File: config.mk
export PLATFORM = sky130hd
export DESIGN_NAME = mole_spawner
export DESIGN_NICKNAME = d
export VERILOG_FILES = /design/src/rtl/mole_spawner.sv
export SDC_FILE = /design/constraint.sdc
export NUM_CORES = 1
export LEC_CHECK = 0
export ABC_AREA = 1
export CAP_MARGIN = 20
export CORE_MARGIN = 4
export CORE_UTILIZATION = 61
export CTS_CLUSTER_DIAMETER = 50
export DETAILED_ROUTE_END_ITERATION = 16
export MAX_ROUTING_LAYER = met4
export PLACE_DENSITY = 0.84
export REMOVE_ABC_BUFFERS = 1
export SLEW_MARGIN = 10
export SYNTH_ARGS = -nofsm -noshare
export SYNTH_HDL_FRONTEND = slang
export SYNTH_SLANG_ARGS = --single-unit
File: constraint.sdc
create_clock -name clk -period 3.9 [get_ports clk]
set_input_delay 0.78 -clock clk [delete_from_list [all_inputs] [get_ports clk]]
set_output_delay 0.78 -clock clk [all_outputs]
set_load 0.01 [all_outputs]
File: src/rtl/mole_spawner.sv
// mole_spawner: draws pseudo-random, non-repeating mole positions for the
// whac-a-mole FSM, one or two moles per request, from a free-running LFSR.
//
// Ports:
//   clk            - system clock
//   reset          - synchronous active-high reset
//   ready_for_mole - FSM request level; a draw runs while it is held high
//   level_select   - level code; 3'b100 lights two distinct moles
//   led_number     - one-hot / two-hot mole mask, held between draws
//   rng_ready      - one-cycle pulse, led_number valid in the same cycle
//   mole_index     - index of the first mole in led_number
//   busy           - high while a draw is in progress
module mole_spawner #(
    parameter int unsigned LED_COUNT = 18,
    parameter logic [15:0] LFSR_SEED = 16'hACE1,
    parameter int unsigned MAX_TRIES = 8
) (
    input  logic                 clk,
    input  logic                 reset,
    input  logic                 ready_for_mole,
    input  logic [2:0]           level_select,
    output logic [LED_COUNT-1:0] led_number,
    output logic                 rng_ready,
    output logic [4:0]           mole_index,
    output logic                 busy
);

    localparam logic [15:0] SEED = (LFSR_SEED == 16'h0000) ? 16'h0001 : LFSR_SEED;
    localparam logic [15:0] TAPS = 16'hB400;
    localparam int unsigned TW = $clog2(MAX_TRIES + 2);
    localparam logic [TW-1:0] TRY_LIMIT = TW'(MAX_TRIES);
    localparam logic [4:0] NONE = 5'd31;
    localparam logic [4:0] LAST = 5'(LED_COUNT - 1);
    localparam logic [5:0] NUM = 6'(LED_COUNT);
    localparam logic [2:0] LVL_TWO = 3'b100;

    typedef enum logic [1:0] {
        IDLE,
        DRAW1,
        DRAW2,
        WAIT_DROP
    } state_e;

    state_e               state_q;
    logic [15:0]          lfsr_q;
    logic [15:0]          lfsr_d;
    logic [TW-1:0]        tries_q;
    logic [2:0]           lvl_q;
    logic [4:0]           prev_q;
    logic [4:0]           first_q;
    logic [LED_COUNT-1:0] led_q;
    logic                 rdy_q;
    logic [4:0]           idx_q;

    logic [4:0] cand;
    logic [4:0] excl;
    logic [4:0] fallback;
    logic [4:0] pick;
    logic       at_limit;
    logic       accept;

    function automatic logic [LED_COUNT-1:0] onehot(input logic [4:0] idx);
        return {{(LED_COUNT-1){1'b0}}, 1'b1} << idx;
    endfunction

    // Galois step, right-shifting; a nonzero state never reaches zero.
    always_comb begin
        lfsr_d = {1'b0, lfsr_q[15:1]} ^ (lfsr_q[0] ? TAPS : 16'h0000);
    end

    // The first draw avoids the previous mole, the second avoids the first.
    always_comb begin
        cand     = lfsr_q[4:0];
        excl     = (state_q == DRAW2) ? first_q : prev_q;
        at_limit = (tries_q == TRY_LIMIT);
        fallback = 5'd0;
        if (excl != NONE && excl != LAST) begin
            fallback = excl + 5'd1;
        end
        accept = at_limit || (({1'b0, cand} < NUM) && (cand != excl));
        pick   = at_limit ? fallback : cand;
    end

    always_ff @(posedge clk) begin
        if (reset) begin
            state_q <= IDLE;
            lfsr_q  <= SEED;
            tries_q <= '0;
            lvl_q   <= '0;
            prev_q  <= NONE;
            first_q <= '0;
            led_q   <= '0;
            rdy_q   <= 1'b0;
            idx_q   <= '0;
        end else begin
            lfsr_q <= lfsr_d;
            rdy_q  <= 1'b0;
            unique case (state_q)
                IDLE: begin
                    if (ready_for_mole) begin
                        lvl_q   <= level_select;
                        tries_q <= '0;
                        state_q <= DRAW1;
                    end
                end
                DRAW1: begin
                    if (!ready_for_mole) begin
                        state_q <= IDLE;
                    end else if (!accept) begin
                        tries_q <= tries_q + 1'b1;
                    end else if (lvl_q == LVL_TWO) begin
                        first_q <= pick;
                        tries_q <= '0;
                        state_q <= DRAW2;
                    end else begin
                        first_q <= pick;
                        led_q   <= onehot(pick);
                        idx_q   <= pick;
                        prev_q  <= pick;
                        rdy_q   <= 1'b1;
                        state_q <= WAIT_DROP;
                    end
                end
                DRAW2: begin
                    if (!ready_for_mole) begin
                        state_q <= IDLE;
                    end else if (!accept) begin
                        tries_q <= tries_q + 1'b1;
                    end else begin
                        led_q   <= onehot(first_q) | onehot(pick);
                        idx_q   <= first_q;
                        prev_q  <= first_q;
                        rdy_q   <= 1'b1;
                        state_q <= WAIT_DROP;
                    end
                end
                WAIT_DROP: begin
                    if (!ready_for_mole) begin
                        state_q <= IDLE;
                    end
                end
                default: state_q <= IDLE;
            endcase
        end
    end

    assign led_number = led_q;
    assign rng_ready  = rdy_q;
    assign mole_index = idx_q;
    assign busy       = (state_q == DRAW1) || (state_q == DRAW2);

endmodule

==> results of run 1 <==
## Yosys cell counts, types with 2 or more instances
cell      number  area share [%]
nand2_1      121              15
nor2_1        91              12
dfxtp_1       59              40
inv_1         42             5.4
o21ai_0       29             4.9
nand3_1       26             4.4
a21oi_1       18             3.1
ha_1          10             4.3
nor3_1         7             1.2
nand4_1        6             1.3
clkbuf_1       5            0.64
buf_2          4            0.68
o21ai_1        4            0.68
or2_2          4            0.85
o211ai_1       3            0.77
buf_4          2            0.51
nor4_1         2            0.43
xor2_1         2            0.60
## cell type report
class / instances / area share (%)
Timing Repair Buffer: 33 / 9.25
Clock buffer: 10 / 3.94
Inverter: 43 / 4.63
Clock inverter: 6 / 2.55
Multi-Input combinational cell: 331 / 43.9
Sequential cell: 59 / 33.8
Tap cell: 54 / 1.94
## routing by layer
layer,up-vias,global-route usage [%],routed length (microns)
li1,1475,-,-
met5,-,-,0
met1,1273,29.9,3110
met2,94,38.0,3110
met4,0,14.9,211
met3,18,4.87,312
## worst max-delay path: cells and delay by family (launching register included)
family,cells,cell delay [ps]
AND/OR/NAND/NOR,8,1080
adder cells (fa/ha/maj),3,890
buffers and inverters,3,480
AO/OA/AOI/OAI,2,350
flip-flops,1,340
## state kept, by name, summed over array words and instances (netlist names)
register / count
lvl_q: 3
state_q: 2
prev_q: 5
tries_q: 4
led_number: 18
first_q: 5
rng_ready: 1
lfsr_q: 16
mole_index: 5
## cells by family (layout without fill, tap and decap cells)
logic type / Yosys count / count (layout) / synth area share (%)
and+or+nand+nor: 261 / 261 / 36.6
AOI/OAI and AO/OA: 57 / 57 / 10.3
adders and majority gates: 10 / 10 / 4.25
DFF: 59 / 59 / 40.2
xor gates and xnor gates: 3 / 3 / 0.893
buffers and inverters: 56 / 92 / 7.83
## final timing paths
| kind | slack (ps) | endpoint |
|---|---|---|
| setup / recovery | 680 | mole_index[0] |
| hold / removal | 410 | lfsr_q[7] |
| setup reg to reg | 680 | mole_index[0] |
| hold reg to reg | 410 | lfsr_q[7] |
## report_power, final
| group | switching, uW | leakage [uW] | internal (uW) |
|---|---|---|---|
| clock network | 242 | 0.000108 | 376 |
| logic | 188 | 0.000984 | 119 |
| registers | 30.2 | 0.000485 | 652 |
## metrics by stage
stage,std cells,hold slack [ps],utilization (%),cell area [sq um]
final,536,410,74.4,3490
after floorplan,433,388,-,2870
after detailed placement,520,394,69.5,3260
after CTS,536,410,74.4,3490
after global placement,520,393,69.5,3260
after global routing,536,425,74.4,3490
==> impl_metrics.env, run 1 <==
export IMPL_status="completed"
export IMPL_cts_htree_levels=3
export IMPL_port_buffers=30
export IMPL_coreArea_sq_mm=0.00469
export IMPL_worstSetupStartpoint="state_q[0]"
export IMPL_fp_row_count=25
export IMPL_gr_total_overflow=0
export IMPL_cts_clk_slew_worst_paths_ps=60
export IMPL_synth_warnings=0
export IMPL_antenna_cells=0
export IMPL_fillers=417
export IMPL_hold_class="register to register"
export IMPL_num_vias=2860
export IMPL_clock_latency_ps=340
export IMPL_nNetsFinal=493
export IMPL_async_reset_ff_share_pct=0
export IMPL_min_path_cells=1
export IMPL_synth_seq_cells=59
export IMPL_drive_gt1_share_pct=5.81
export IMPL_power_uw=1610
export IMPL_ff2ff_path_depth=16
export IMPL_cts_buffers=9
export IMPL_grt_first_pass_wirelength_microns=11500
export IMPL_r2r_start="state_q[0]"
export IMPL_seq_area_sq_mm=0.00118
export IMPL_finalSetupViolations=0
export IMPL_io_pins=31
export IMPL_area_delta_synth_final_pct=18.6
export IMPL_antenna_left=0
export IMPL_drc_errors=0
export IMPL_post_route_period_util_pct=82.6
export IMPL_path_class="register to register"
export IMPL_synth_distinct_cells=29
export IMPL_antenna_found_initial=0
export IMPL_ctsResizeCount=0
export IMPL_routabilityCongestion=0.963
export IMPL_timing_final_max_slew_violations=0
export IMPL_dieArea_sq_mm=0.00600
export IMPL_final_cell_mix="nand2_1 (121), nor2_1 (91), dfxtp_1 (59), inv_1 (42), clkdlybuf4s50_1 (30)"
export IMPL_finClkSkew_ps=6.67
export IMPL_cts_hold_buf=0
export IMPL_postCtsSetupBuffers=0
export IMPL_grt_total_usage_pct=24.7
export IMPL_critPathArrivalTime_ps=3500
export IMPL_die_y_microns=77.4
export IMPL_initial_core_util_pct=62.7
export IMPL_finalHoldViolCount=0
export IMPL_netlist_area_sq_mm=0.00294
export IMPL_ir_drop_mv=0.306
export IMPL_fp_dieW_microns=77.4
export IMPL_slowest_delay_ps=450
export IMPL_cts_buffer_depth=2
export IMPL_multi_input_area_sq_mm=0.00153
export IMPL_root_buffer="clkbuf_8"
export IMPL_min_from="lfsr_q[8]"
export IMPL_power_density_mw_per_mm2=461
export IMPL_avgViaCountPerCell=5.34
export IMPL_rsz0062_at_grt="no"
export IMPL_cpMaxStageDelayCell="ha_1"
export IMPL_slew_headroom_pct=57.7
export IMPL_drt_wl_total_microns=6750
export IMPL_mostFrequentLayoutCell="nand2_1"
export IMPL_synthCells=446
export IMPL_crit_chain="inv_1 > ha_1 > inv_2 > nand2_1 > nand2_1 > ha_1 > nand2_1 > nor2_1 > ha_1 > nor2_1 > nand3b_1 > nand2_1 > inv_1 > o21ai_0 > nand2_1 > a21oi_1"
export IMPL_dp_slack_ps=754
export IMPL_required_ps=4180
export IMPL_cts_sinks=59
export IMPL_period_minus_slack_ps=3220
export IMPL_synth_edf_count=0
export IMPL_ys_seq_area_share_pct=40.2
export IMPL_synth_avg_cell_area_sq_um=6.60
export IMPL_grt_max_degree=45
export IMPL_grt_pass1_vias=2619
export IMPL_end_kind="register"
export IMPL_first_iter_violations=185
export IMPL_drt_first_pass_iters=5
export IMPL_cts_tree="built"
export IMPL_tightest_slew_ps=634
export IMPL_fin_ws_ps=678
export IMPL_startpoint_type="register"
export IMPL_tns_ps=0
export IMPL_maxCapViolations=0
export IMPL_power_leakage_uw=0.00158
export IMPL_ys_flop_type="dfxtp_1"
export IMPL_path_common_cell="nand2_1"
export IMPL_wl_per_cell_microns=12.6
export IMPL_cp_max_fo=15
export IMPL_hpwl_microns=4860
export IMPL_fmax_ghz=0.310
(Power assumes the default switching activity.)
==> inputs of run 2 (changes only) <==
- CORE_UTILIZATION: 61 -> 51
- PLACE_DENSITY: 0.84 -> 0.75
- clock period: 3.9 -> 2.96 ns (I/O delays scaled with it)
==> run 2 against run 1 <==
  * Core utilization shrank 10 points
  * Maximum frequency grew 18%
  * Hold slack lost 7.7 ps
  * Largest power group unchanged
  * Critical path type unchanged
  * Routed wire length grew 0.93%
  * Final cell count grew 3.9%
  * Non-clock buffer count grew 4
==> impl_metrics.env, run 2 (synthesis gave the netlist of run 1 again) <==
export IMPL_drc_errors=0
export IMPL_fillers=509
export IMPL_critPathArrivalTime_ps=3000
export IMPL_dieArea_sq_mm=0.00705
export IMPL_die_y_microns=83.9
export IMPL_final_cell_mix="nand2_1 (121), nor2_1 (90), dfxtp_1 (59), inv_1 (42), clkdlybuf4s50_1 (30)"
export IMPL_grt_max_degree=33
export IMPL_met1_usage_pct=24.9
export IMPL_area_delta_synth_final_pct=20.9
export IMPL_met3_usage_pct=3.95
export IMPL_fp_dieW_microns=83.9
export IMPL_fin_ws_ps=232
export IMPL_io_pins=31
export IMPL_grt_pass1_vias=2634
export IMPL_power_frac_comb_pct=19.0
export IMPL_post_route_period_util_pct=92.2
export IMPL_antenna_cells=0
export IMPL_hpwl_microns=4970
export IMPL_clock_latency_ps=340
export IMPL_ir_drop_mv=0.411
export IMPL_multi_input_area_sq_mm=0.00155
export IMPL_first_iter_violations=182
export IMPL_port_buffers=30
export IMPL_timing_final_max_slew_violations=0
export IMPL_seq_area_sq_mm=0.00118
export IMPL_tns_ps=0
export IMPL_slowest_delay_ps=420
export IMPL_grt_first_pass_wirelength_microns=11800
export IMPL_maxCapViolations=0
export IMPL_fmax_ghz=0.367
export IMPL_finalHoldViolCount=0
export IMPL_cts_clk_slew_worst_paths_ps=70
export IMPL_cpMaxStageDelayCell="dfxtp_1"
export IMPL_startpoint_type="register"
export IMPL_finClkSkew_ps=9.26
export IMPL_slew_headroom_pct=65.8
export IMPL_mostFrequentLayoutCell="nand2_1"
export IMPL_antenna_found_initial=0
export IMPL_power_density_mw_per_mm2=602
export IMPL_antenna_left=0
export IMPL_end_kind="register"
export IMPL_path_class="register to register"
export IMPL_wl_per_cell_microns=12.2
export IMPL_path_buf_inv=1
export IMPL_top_usage_layer="met2"
export IMPL_crit_family="simple AND/OR/NAND/NOR gates"
export IMPL_num_vias=2813
export IMPL_hold_class="register to register"
export IMPL_avgViaCountPerCell=5.05
export IMPL_power_switching_uw=605
export IMPL_path_common_cell="nand2_1"
export IMPL_fp_row_count=27
export IMPL_cts_htree_levels=3
export IMPL_cp_max_fo=8
export IMPL_coreArea_sq_mm=0.00554
export IMPL_cts_tree="built"
export IMPL_status="completed"
export IMPL_sw_frac_of_total_pct=28.3
export IMPL_routabilityCongestion=1.08
export IMPL_cts_buffers=9
export IMPL_cts_sinks=59
export IMPL_grt_total_usage_pct=21.2
export IMPL_root_buffer="clkbuf_8"
export IMPL_crit_chain="inv_1 > ha_4 > nand2_1 > nand2_1 > ha_1 > nand2_1 > nor2_1 > ha_1 > nor2_2 > nand4_1 > nand2_1 > nand2_1 > nor2_1 > nor2_1 > nor2_1"
export IMPL_largest_reg_flops=18
export IMPL_dp_slack_ps=132
export IMPL_nNetsFinal=497
export IMPL_postCtsSetupBuffers=0
export IMPL_gr_total_overflow=0
export IMPL_period_minus_slack_ps=2730
export IMPL_power_leakage_uw=0.00160
export IMPL_initial_core_util_pct=53.1
export IMPL_finalSetupViolations=0
export IMPL_required_ps=3240
export IMPL_drt_first_pass_iters=5
export IMPL_drt_wl_total_microns=6810
export IMPL_intPower_uw=1530
export IMPL_drive_gt1_share_pct=6.80
export IMPL_use_met2_pct=33.3
export IMPL_tightest_slew_ps=508
export IMPL_clkPwrFrac_pct=38.8
export IMPL_pwr_share_seq_pct=42.1
export IMPL_cts_buffer_depth=2
export IMPL_rsz0062_at_grt="no"
-- run 2: per-layer routing --
layer	vias up	share of wire, %
li1	1483	-
met1	1240	45
met2	68	47
met3	22	4.3
met4	0	3.5
met5	-	0
-- run 2: path summary, 6_finish.rpt --
check	depth (start not counted)	slack, ps	startpoint	to
min reg2reg	2	400	lfsr_q[15]	lfsr_q[14]
max	15	230	state_q[0]	led_number[8]
max reg2reg	15	230	state_q[0]	led_number[8]
min	2	400	lfsr_q[15]	lfsr_q[14]
-- run 2: worst min-delay path, stage by stage, from the launching register on --
cell	delay, ps
dfxtp_1	300
inv_1	40
nor2_1	30
-- run 2: layout make-up --
cell class              count  area share (%)
flip-flops and latches     59            33.2
clock inverters             4            2.08
clock buffers              11            4.26
repair buffers             37            9.92
inverters                  43            4.54
multi-input cells         331            43.5
well taps                  72            2.53
-- run 2: repair_timing --
item / in CTS / in global routing
setup endpoints to repair: 0 / 27
resized for setup: 0 / 3
hold buffers: 0 / 0
-- run 2: power groups by stage --
| stage | clock (uW) | sequential (uW) | combinational [uW] |
|---|---|---|---|
| after CTS | 853 | 901 | 403 |
| after global placement | 0 | 914 | 392 |
| final | 831 | 901 | 408 |
| after global routing | 890 | 909 | 461 |
| after floorplan | 0 | 921 | 252 |
| after detailed placement | 0 | 918 | 401 |
-- run 2: stage by stage --
stage | cells | cell area [sq um] | total power [uW] | utilization (%) | hold WS, ps
2_1_floorplan | 433 | 2870 | 1170 | - | 388
3_3_place_gp | 542 | 3320 | 1310 | 59.8 | 391
3_5_place_dp | 542 | 3320 | 1320 | 59.8 | 395
4_1_cts | 557 | 3540 | 2160 | 63.9 | 404
5_1_grt | 557 | 3560 | 2260 | 64.2 | 408
6_report | 557 | 3560 | 2140 | 64.2 | 402
==> inputs of run 3 (changes only) <==
- clock period: 2.96 -> 2.4 ns (I/O delays scaled with it)
==> run 3 against run 2 <==
  * Sequential cell count did not move
  * Register-to-register slack worse by 150 ps
  * Critical path depth increased by 1
  * Combinational power increased by 45%
  * Highest routed layer unchanged
  * Core utilization increased by 4.3 points
  * Critical path type unchanged
  * Critical endpoint is now led_number[5]
==> impl_metrics.env, run 3 (synthesis gave the netlist of run 1 again) <==
export IMPL_status="completed"
export IMPL_tns_ps=0
export IMPL_fp_row_count=27
export IMPL_cts_clk_slew_worst_paths_ps=60
export IMPL_drt_first_pass_iters=4
export IMPL_worstSetupStartpoint="state_q[0]"
export IMPL_startpoint_type="register"
export IMPL_hpwl_microns=5300
export IMPL_critPathArrivalTime_ps=2550
export IMPL_largest_reg_flops=18
export IMPL_cts_buffer_depth=2
export IMPL_first_iter_violations=115
export IMPL_antenna_found_initial=0
export IMPL_timing_final_max_slew_violations=0
export IMPL_port_buffers=30
export IMPL_coreArea_sq_mm=0.00554
export IMPL_cts_hold_buf=0
export IMPL_cpMaxStageDelayCell="dfxtp_2"
export IMPL_period_minus_slack_ps=2320
export IMPL_crit_family="simple AND/OR/NAND/NOR gates"
export IMPL_end_kind="register"
export IMPL_io_pins=31
export IMPL_hold_class="register to register"
export IMPL_finalHoldViolCount=0
export IMPL_cts_sinks=59
export IMPL_cts_buffers=9
export IMPL_mostFrequentLayoutCell="nand2_1"
export IMPL_drc_errors=0
export IMPL_r2r_start="state_q[0]"
export IMPL_avgViaCountPerCell=5.05
export IMPL_grt_first_pass_wirelength_microns=12600
export IMPL_power_leakage_uw=0.00172
export IMPL_cts_tree="built"
export IMPL_post_route_period_util_pct=96.7
export IMPL_fp_dieW_microns=83.9
export IMPL_drt_wl_total_microns=7270
export IMPL_num_vias=2952
export IMPL_final_cell_mix="nand2_1 (116), nor2_1 (87), dfxtp_1 (57), inv_1 (38), buf_4 (32)"
export IMPL_drive_gt1_share_pct=15.2
export IMPL_required_ps=2630
export IMPL_grt_total_usage_pct=22.7
export IMPL_crit_chain="inv_2 > ha_4 > inv_2 > nand2_1 > nand2_1 > ha_1 > nand2_1 > nor2_1 > ha_2 > nor2_4 > nand4_1 > buf_4 > nand3_4 > nor2_1 > nor2_1 > nor2_1"
export IMPL_slowest_delay_ps=320
export IMPL_finClkSkew_ps=8.16
export IMPL_fmax_ghz=0.431
export IMPL_path_class="register to register"
export IMPL_cp_max_fo=8
export IMPL_wl_per_cell_microns=12.4
export IMPL_area_delta_synth_final_pct=29.0
export IMPL_die_y_microns=83.9
export IMPL_min_from="lfsr_q[5]"
export IMPL_root_buffer="clkbuf_8"
export IMPL_antenna_cells=0
export IMPL_nNetsFinal=524
export IMPL_clock_latency_ps=340
export IMPL_tightest_slew_ps=516
export IMPL_grt_pass1_vias=2834
export IMPL_dp_slack_ps=-106
export IMPL_path_common_cell="nor2_1"
export IMPL_dieArea_sq_mm=0.00705
export IMPL_slew_headroom_pct=65.2
export IMPL_fin_ws_ps=79.3
export IMPL_maxCapViolations=0
export IMPL_grt_max_degree=45
export IMPL_initial_core_util_pct=53.1
export IMPL_routabilityCongestion=0.996
export IMPL_finalSetupViolations=0
export IMPL_gr_total_overflow=0
export IMPL_antenna_left=0
export IMPL_path_buf_inv=3
export IMPL_power_density_mw_per_mm2=682
export IMPL_cts_htree_levels=3
export IMPL_ir_drop_mv=0.494
-- run 3: timing repair --
item / 4_1_cts / 5_1_grt
resized for setup: 4 / 23
endpoints found under the setup margin: 21 / 34
endpoints found under the hold margin: 0 / 0
buffers inserted: 0 / 2
pin swaps: 1 / 6
-- run 3: final cells by class --
type,instances,area [sq um]
fillers,496,1750
multi-input cells,331,1590
flip-flops and latches,59,1180
repair buffers,64,572
inverters,43,161
clock buffers,11,141
well taps,72,90.1
clock inverters,5,52.6
-- run 3: worst paths after layout --
path                                 endpoint  slack, ps  cells past startpoint
worst max-delay path            led_number[5]         80                     16
worst min-delay path                lfsr_q[4]        410                      2
worst max register to register  led_number[5]         80                     16
worst min register to register      lfsr_q[4]        410                      2
-- run 3: worst register-to-register path: cells and delay by family (launching register included) --
| kind | cells | cell delay (ps) |
|---|---|---|
| simple gates | 10 | 1000 |
| buf+inv | 3 | 320 |
| flops | 1 | 320 |
| fa+ha+maj | 3 | 560 |
-- run 3: through the flow --
step | area [sq um] | cells | util, % | hold slack [ps] | power (uW)
3_5_place_dp | 3520 | 567 | 63.5 | 394 | 1680
2_1_floorplan | 2870 | 433 | - | 388 | 1450
6_report | 3790 | 585 | 68.5 | 406 | 2590
4_1_cts | 3720 | 583 | 67.2 | 410 | 2580
3_3_place_gp | 3520 | 567 | 63.5 | 392 | 1670
5_1_grt | 3790 | 585 | 68.5 | 421 | 2740
-- run 3: where the power goes --
part	leakage [uW]	switching, uW	internal [uW]
clock	0.0000991	390	502
combinational	0.00114	337	254
sequential	0.000486	44.1	1060
total	0.00172	770	1820
-- run 3: layer usage --
metal | share of wire, % | vias up | global-route usage (%)
met3 | 3.9 | 16 | 6.42
met2 | 48 | 55 | 38.0
met1 | 46 | 1345 | 25.9
met5 | 0 | - | -
met4 | 2.4 | 0 | 7.89
li1 | - | 1536 | -
==> RTL change 1: new RTL, config.mk and constraints of run 3 <==
Change the parameter `MAX_TRIES` from 8 to 32.
--- a/src/rtl/mole_spawner.sv
+++ b/src/rtl/mole_spawner.sv
@@ -14,5 +14,5 @@
     parameter int unsigned LED_COUNT = 18,
     parameter logic [15:0] LFSR_SEED = 16'hACE1,
-    parameter int unsigned MAX_TRIES = 8
+    parameter int unsigned MAX_TRIES = 32
 ) (
     input  logic                 clk,
Behaviour: same outputs for any inputs over 10 cycles, from zero or initial values and one cycle with reset high; that may be too few to reach the edited logic, so the function may still have changed.
==> RTL change 1 against run 3 <==
- design area rose by 8.1%
- via count rose by 5.3%
- clock skew fell by 5.0 ps
- area after synthesis rose by 11%
- sequential share of layout area fell by 1.4 points
- count of clock-buffer cells in the layout rose by 1
- maximum frequency rose by 0.97%
- wire length rose by 12%
- setup slack improved by 22 ps
- sequential cell count rose by 2
- critical path depth fell by 1
- first-iteration DRC count rose by 61%
- critical path type unchanged
- highest routed layer unchanged
Power is not compared: it rests on default switching activity, and its combinational part moved more than twofold at a synthesized area within 25%.
==> RTL change 1: results (changes against run 3) <==
.. list-table::
   :header-rows: 1

   * - Metric
     - Value
   * - Endpoint of the most critical setup path
     - led_number[0]$_SDFFE_PP0P_
   * - Nonclk inv count
     - 47 (+9.3%)
   * - Count of endpoints failing hold in the final timing report
     - 0 (unchanged)
   * - Crit path arrival time
     - 2570 ps (+20 ps)
   * - Proportion of layout cells with a drive suffix above 1
     - 23.2% (+7.9 points)
   * - Clock buffer count in the final layout
     - 12 (+1)
   * - Overall Global Routing Usage
     - 23.1% (+0.41 points)
   * - Area share of buffers outside the clock network
     - 12.8% (-2.2 points)
   * - First DRT Iteration DRCs
     - 185 (+61%)
   * - Fraction of the mapped netlist area in compound gates
     - 15.4% (+5.1 points)
   * - TritonCTS buffer count
     - 9 (unchanged)
   * - Maximum number of buffers from clock root to sink
     - 2 (unchanged)
   * - Sequential element share of the synthesized area
     - 37.3% (-2.8 points)
   * - Adder and majority gate portion of the synthesized area
     - 3.82% (-0.43 points)
   * - Non-clock buffer count
     - 57 (-11%)
   * - Slowest Stage Delay on Critical Path
     - 320 ps (about the same)
   * - Worst Clk Skew
     - 3.16 ps (-4.99 ps)
   * - Average routed wire per standard cell
     - 13.9 um (+12%)
   * - Diode count
     - 0 (unchanged)
   * - Pin count of the biggest net entering global routing
     - 42 (-6.7%)
   * - Net count of the finished layout
     - 527 (+0.57%)
   * - Global-route wire length before repair
     - 13600 um (+7.3%)
   * - Share of the final layout cell area in multi-input gates
     - 46.6% (+4.7 points)
   * - Sequential power
     - 1.30 mW
   * - Via count of the first global-routing pass
     - 2921 (+3.1%)
   * - Fill cell count
     - 508 (+2.4%)
   * - Top area cells in the synthesized netlist
     - dfxtp_1 (37%), nand2_1 (11%), nor2_1 (7.8%), a21oi_1 (6.3%), inv_1 (5.0%)
   * - Routability congestion estimate
     - 0.938 (-5.8%)
   * - Multi-In Gates
     - 335 (+1.2%)
   * - Worst Tran Pin Value
     - 422 ps (-93.3 ps)
   * - Sink count of the clock tree
     - 61 (+3.4%)
   * - Fraction of registers with async set or reset after synthesis
     - 0% (unchanged)
   * - Result of the run
     - finished, final reports clean
   * - Placed cell area
     - 3760 um2 (+7.0%)
   * - Num tapcells
     - 75 (+4.2%)
   * - Detailed-route via count
     - 3108 (+5.3%)
   * - Clock-cell share of area
     - 4.03% (-1.1 points)
   * - HPWL after detailed placement
     - 5520 um (+4.0%)
   * - Distinct cell type count after synthesis
     - 38 (+31%)
   * - Setup slack, reg-to-reg
     - 100 ps (+20 ps)
   * - Worst r2r path cells
     - 15 (-1)
   * - H-Tree Depth
     - 3 (unchanged)
   * - Post-synthesis xor/xnor area fraction
     - 1.07% (+0.18 points)
   * - Cell types with the highest counts after synthesis
     - nand2_1 (95), nor2_1 (68), dfxtp_1 (61)
   * - Flip-flop and latch share of the layout cell area
     - 29.8% (-1.4 points)
[RTL change 1: per-layer routing]
metal  wire length (um)  GRT usage (%)  part of all wire, %
met5                  0              -                    0
met1               3620           30.2                   44
met2               3920           35.1                   48
met4                153           8.10                  1.9
met3                459           5.17                  5.6
[RTL change 1: how the worst min path moves through the flow]
| stage | startpoint | to | slack, ps |
|---|---|---|---|
| after floorplan | lfsr_q[15]$_SDFF_PP1_ | lfsr_q[14]$_SDFF_PP0_ | 390 |
| after global placement | lfsr_q[15]$_SDFF_PP1_ | lfsr_q[14]$_SDFF_PP0_ | 390 |
| after detailed placement | lfsr_q[6]$_SDFF_PP1_ | lfsr_q[5]$_SDFF_PP1_ | 390 |
| after CTS | lfsr_q[5]$_SDFF_PP1_ | lfsr_q[4]$_SDFF_PP0_ | 400 |
| after global routing | lfsr_q[7]$_SDFF_PP1_ | lfsr_q[6]$_SDFF_PP1_ | 420 |
| final | lfsr_q[5]$_SDFF_PP1_ | lfsr_q[4]$_SDFF_PP0_ | 400 |
[RTL change 1: through the flow]
stage	total power [mW]	instances	worst slack (ps)	util (%)	hold slack, ps
2_1_floorplan	2.28	443	-270	-	388
5_1_grt	4.06	589	-54.0	67.7	417
4_1_cts	3.64	587	18.5	65.1	403
3_3_place_gp	2.79	573	-17.7	62.1	389
3_5_place_dp	2.83	573	-131	62.1	393
6_report	3.78	589	102	67.7	402
[RTL change 1: worst min-delay path: cells and delay by family, from the launching register on]
family,cells,cell delay [ps]
flip-flops,1,300
AND/OR/NAND/NOR,1,30
buffers and inverters,1,40
[RTL change 1: repair_timing]
item                                    in CTS  in global routing
endpoints found under the setup margin      24                 28
resized for setup                            3                 41
setup buffers                                0                  2
pin swaps                                    1                 14
hold buffers                                 0                  0
==> RTL change 2: new RTL, settings of run 3 <==
Without the edit above. Encoding of `state_e`: now one-hot (4 bits for 4 states).
--- a/src/rtl/mole_spawner.sv
+++ b/src/rtl/mole_spawner.sv
@@ -35,9 +35,9 @@
     localparam logic [2:0] LVL_TWO = 3'b100;
 
-    typedef enum logic [1:0] {
-        IDLE,
-        DRAW1,
-        DRAW2,
-        WAIT_DROP
+    typedef enum logic [3:0] {
+        IDLE      = 4'b0001,
+        DRAW1     = 4'b0010,
+        DRAW2     = 4'b0100,
+        WAIT_DROP = 4'b1000
     } state_e;
 
Behaviour: same outputs for any inputs over 10 cycles, from zero or initial values and one cycle with reset high; not proved beyond that.
==> RTL change 2 against run 3 <==
- wire length increased by 6.4%
- die area rose by 4.4%
- area after synthesis grew 4.8%
- synthesized cell count up 1.6%
- maximum frequency grew 2.4%
- final cell count grew 1.0%
- design area grew 4.7%
- hold slack lost 4.1 ps
- non-clock buffer count down 4
- sequential cell count is 2 higher
- utilization fell by 1.0 points
- setup slack gained 54 ps
Power is not compared: it rests on default switching activity, and its combinational part moved more than twofold at a synthesized area within 25%.
==> RTL change 2: results (changes against run 3) <==
.. list-table::
   :header-rows: 1

   * - Metric
     - Value
   * - Number of detailed-route iterations in the first pass
     - 5 (+1)
   * - Wl on met1
     - 3330 um (+0.36%)
   * - CP max FO
     - 6 (-2)
   * - Via density
     - 5.20 (+3.1%)
   * - Met2 wire length
     - 3960 um (+14%)
   * - Main synth FF type
     - dfxtp_1
   * - Net count of the finished layout
     - 523 (-0.19%)
   * - Proportion of layout cells with a drive suffix above 1
     - 19.2% (+4.0 points)
   * - Number of port buffers
     - 30 (unchanged)
   * - Average routed wire per standard cell
     - 13.1 um (+5.3%)
   * - Worst Clk Skew
     - 8.29 ps (+0.135 ps)
   * - Adder and majority gate portion of the synthesized area
     - 2.03% (-2.2 points)
   * - Switching power share of the total
     - 25.3%
   * - Number of antenna violations at the first check in global routing
     - 0 (unchanged)
   * - Global-route wire length before repair
     - 13100 um (+3.9%)
   * - Result of the run
     - finished, final reports clean
   * - First DRT Iteration DRCs
     - 187 (+63%)
   * - Sequential element share of the synthesized area
     - 39.6% (-0.56 points)
   * - Post-synthesis xor/xnor area fraction
     - 0.852% (-0.041 points)
   * - Overall Global Routing Usage
     - 22.8% (+0.089 points)
   * - Cell types with the highest counts after synthesis
     - nand2_1 (105), dfxtp_1 (61), nor2_1 (57)
   * - Worst Tran Pin Value
     - 428 ps (-87.7 ps)
   * - Top area cells in the synthesized netlist
     - dfxtp_1 (40%), nand2_1 (13%), nor2_1 (6.9%), nand3_1 (6.7%), inv_1 (6.2%)
   * - Placed cell area
     - 3600 um2 (+2.4%)
   * - Fraction of the mapped netlist area in compound gates
     - 11.3% (+0.98 points)
   * - Path class of the lowest-slack min-delay path
     - reg2reg
   * - Worst-skew pair later-pin latency
     - 340 ps (about the same)
   * - Setup Slack @ Placement
     - -6.13 ps (+99.4 ps)
   * - Leak
     - 1.84 nW
   * - Routability congestion estimate
     - 0.947 (-5.0%)
   * - Distinct cell type count after synthesis
     - 35 (+21%)
   * - Via count of the first global-routing pass
     - 2922 (+3.1%)
   * - Met3 Routed Length
     - 283 um (-0.70%)
   * - Clock Pin Slew Worst Setup and Hold Paths
     - 70 ps
   * - HPWL after detailed placement
     - 5370 um (+1.2%)
   * - Pin count of the biggest net entering global routing
     - 33 (-27%)
   * - Top Layer Used
     - met4
==> RTL change 2: cell count changes after synthesis, moves of 5 or more <==
cell,before,now
nor2_1,91,57
ha_1,10,5
nand2_2,1,9
inv_1,42,51
o21ai_0,29,14
inv_2,1,6
a21oi_1,18,35
nand2_1,121,105
nand3_1,26,41
==> RTL change 2: path summary, 6_finish.rpt <==
kind	startpoint	end	slack (ps)	depth (start not counted)
min reg2reg	lfsr_q[15]$_SDFF_PP1_	lfsr_q[14]$_SDFF_PP0_	400	2
max reg2reg	state_q[2]$_SDFFE_PP0P_	led_number[5]$_SDFFE_PP0P_	130	18
min	lfsr_q[15]$_SDFF_PP1_	lfsr_q[14]$_SDFF_PP0_	400	2
max	state_q[2]$_SDFFE_PP0P_	led_number[5]$_SDFFE_PP0P_	130	18
==> RTL change 2: layout make-up <==
type / instances / area (um2)
Timing Repair Buffer: 60 / 552
Inverter: 60 / 229
Sequential cell: 61 / 1220
Clock inverter: 4 / 47.5
Tap cell: 75 / 93.8
Fill cell: 546 / 1920
Multi-Input combinational cell: 320 / 1670
Clock buffer: 11 / 151
==> RTL change 2: cells by family (layout without fill, tap and decap cells) <==
logic type | Yosys count | in the layout
DFF | 61 | 61
AOI/OAI and AO/OA | 65 | 65
adders and majority gates | 5 | 5
and+or+nand+nor | 247 | 247
buffers and inverters | 72 | 135
xor gates and xnor gates | 3 | 3
==> RTL change 2: what timing repair did <==
action                                  in CTS  in global routing
endpoints found under the setup margin       1                 32
pin swaps                                    0                 18
resized for setup                            1                 34
hold buffers                                 0                  0
setup buffers                                0                  6
==> RTL change 2: per-stage QoR <==
stage	std cells	power, mW
6_report	591	2.24
5_1_grt	591	2.33
4_1_cts	585	2.23
3_5_place_dp	570	1.31
3_3_place_gp	570	1.31
2_1_floorplan	441	1.22
==> RTL change 2: routing by layer <==
| metal | global-route usage [%] | up-vias |
|---|---|---|
| li1 | - | 1560 |
| met1 | 25.8 | 1429 |
| met2 | 38.9 | 68 |
| met3 | 5.00 | 17 |
| met4 | 9.06 | 0 |
| met5 | - | - |
==> RTL change 2: critical path, cell delays in order, from the launching register on <==
cell and delay, ps:
dfxtp_2 340, inv_2 50, nor2_4 160, nand2_4 90
nand2_2 80, nand2_2 70, inv_2 80, ha_4 130
nand2_2 60, nor2_2 100, ha_2 200, nor2_4 50
and2_4 140, nand2_4 70, nand2_4 60, buf_6 120
nor2_4 170, nand2_1 110, a21oi_2 120
==> RTL change 2: power groups by stage <==
stage	clock, mW	sequential (mW)	combinational, mW
detailed placement	0	1.09	0.220
CTS	0.939	1.07	0.222
global route	0.996	1.07	0.264
finish	0.932	1.07	0.236
floorplan	0	1.09	0.128
global placement	0	1.09	0.216
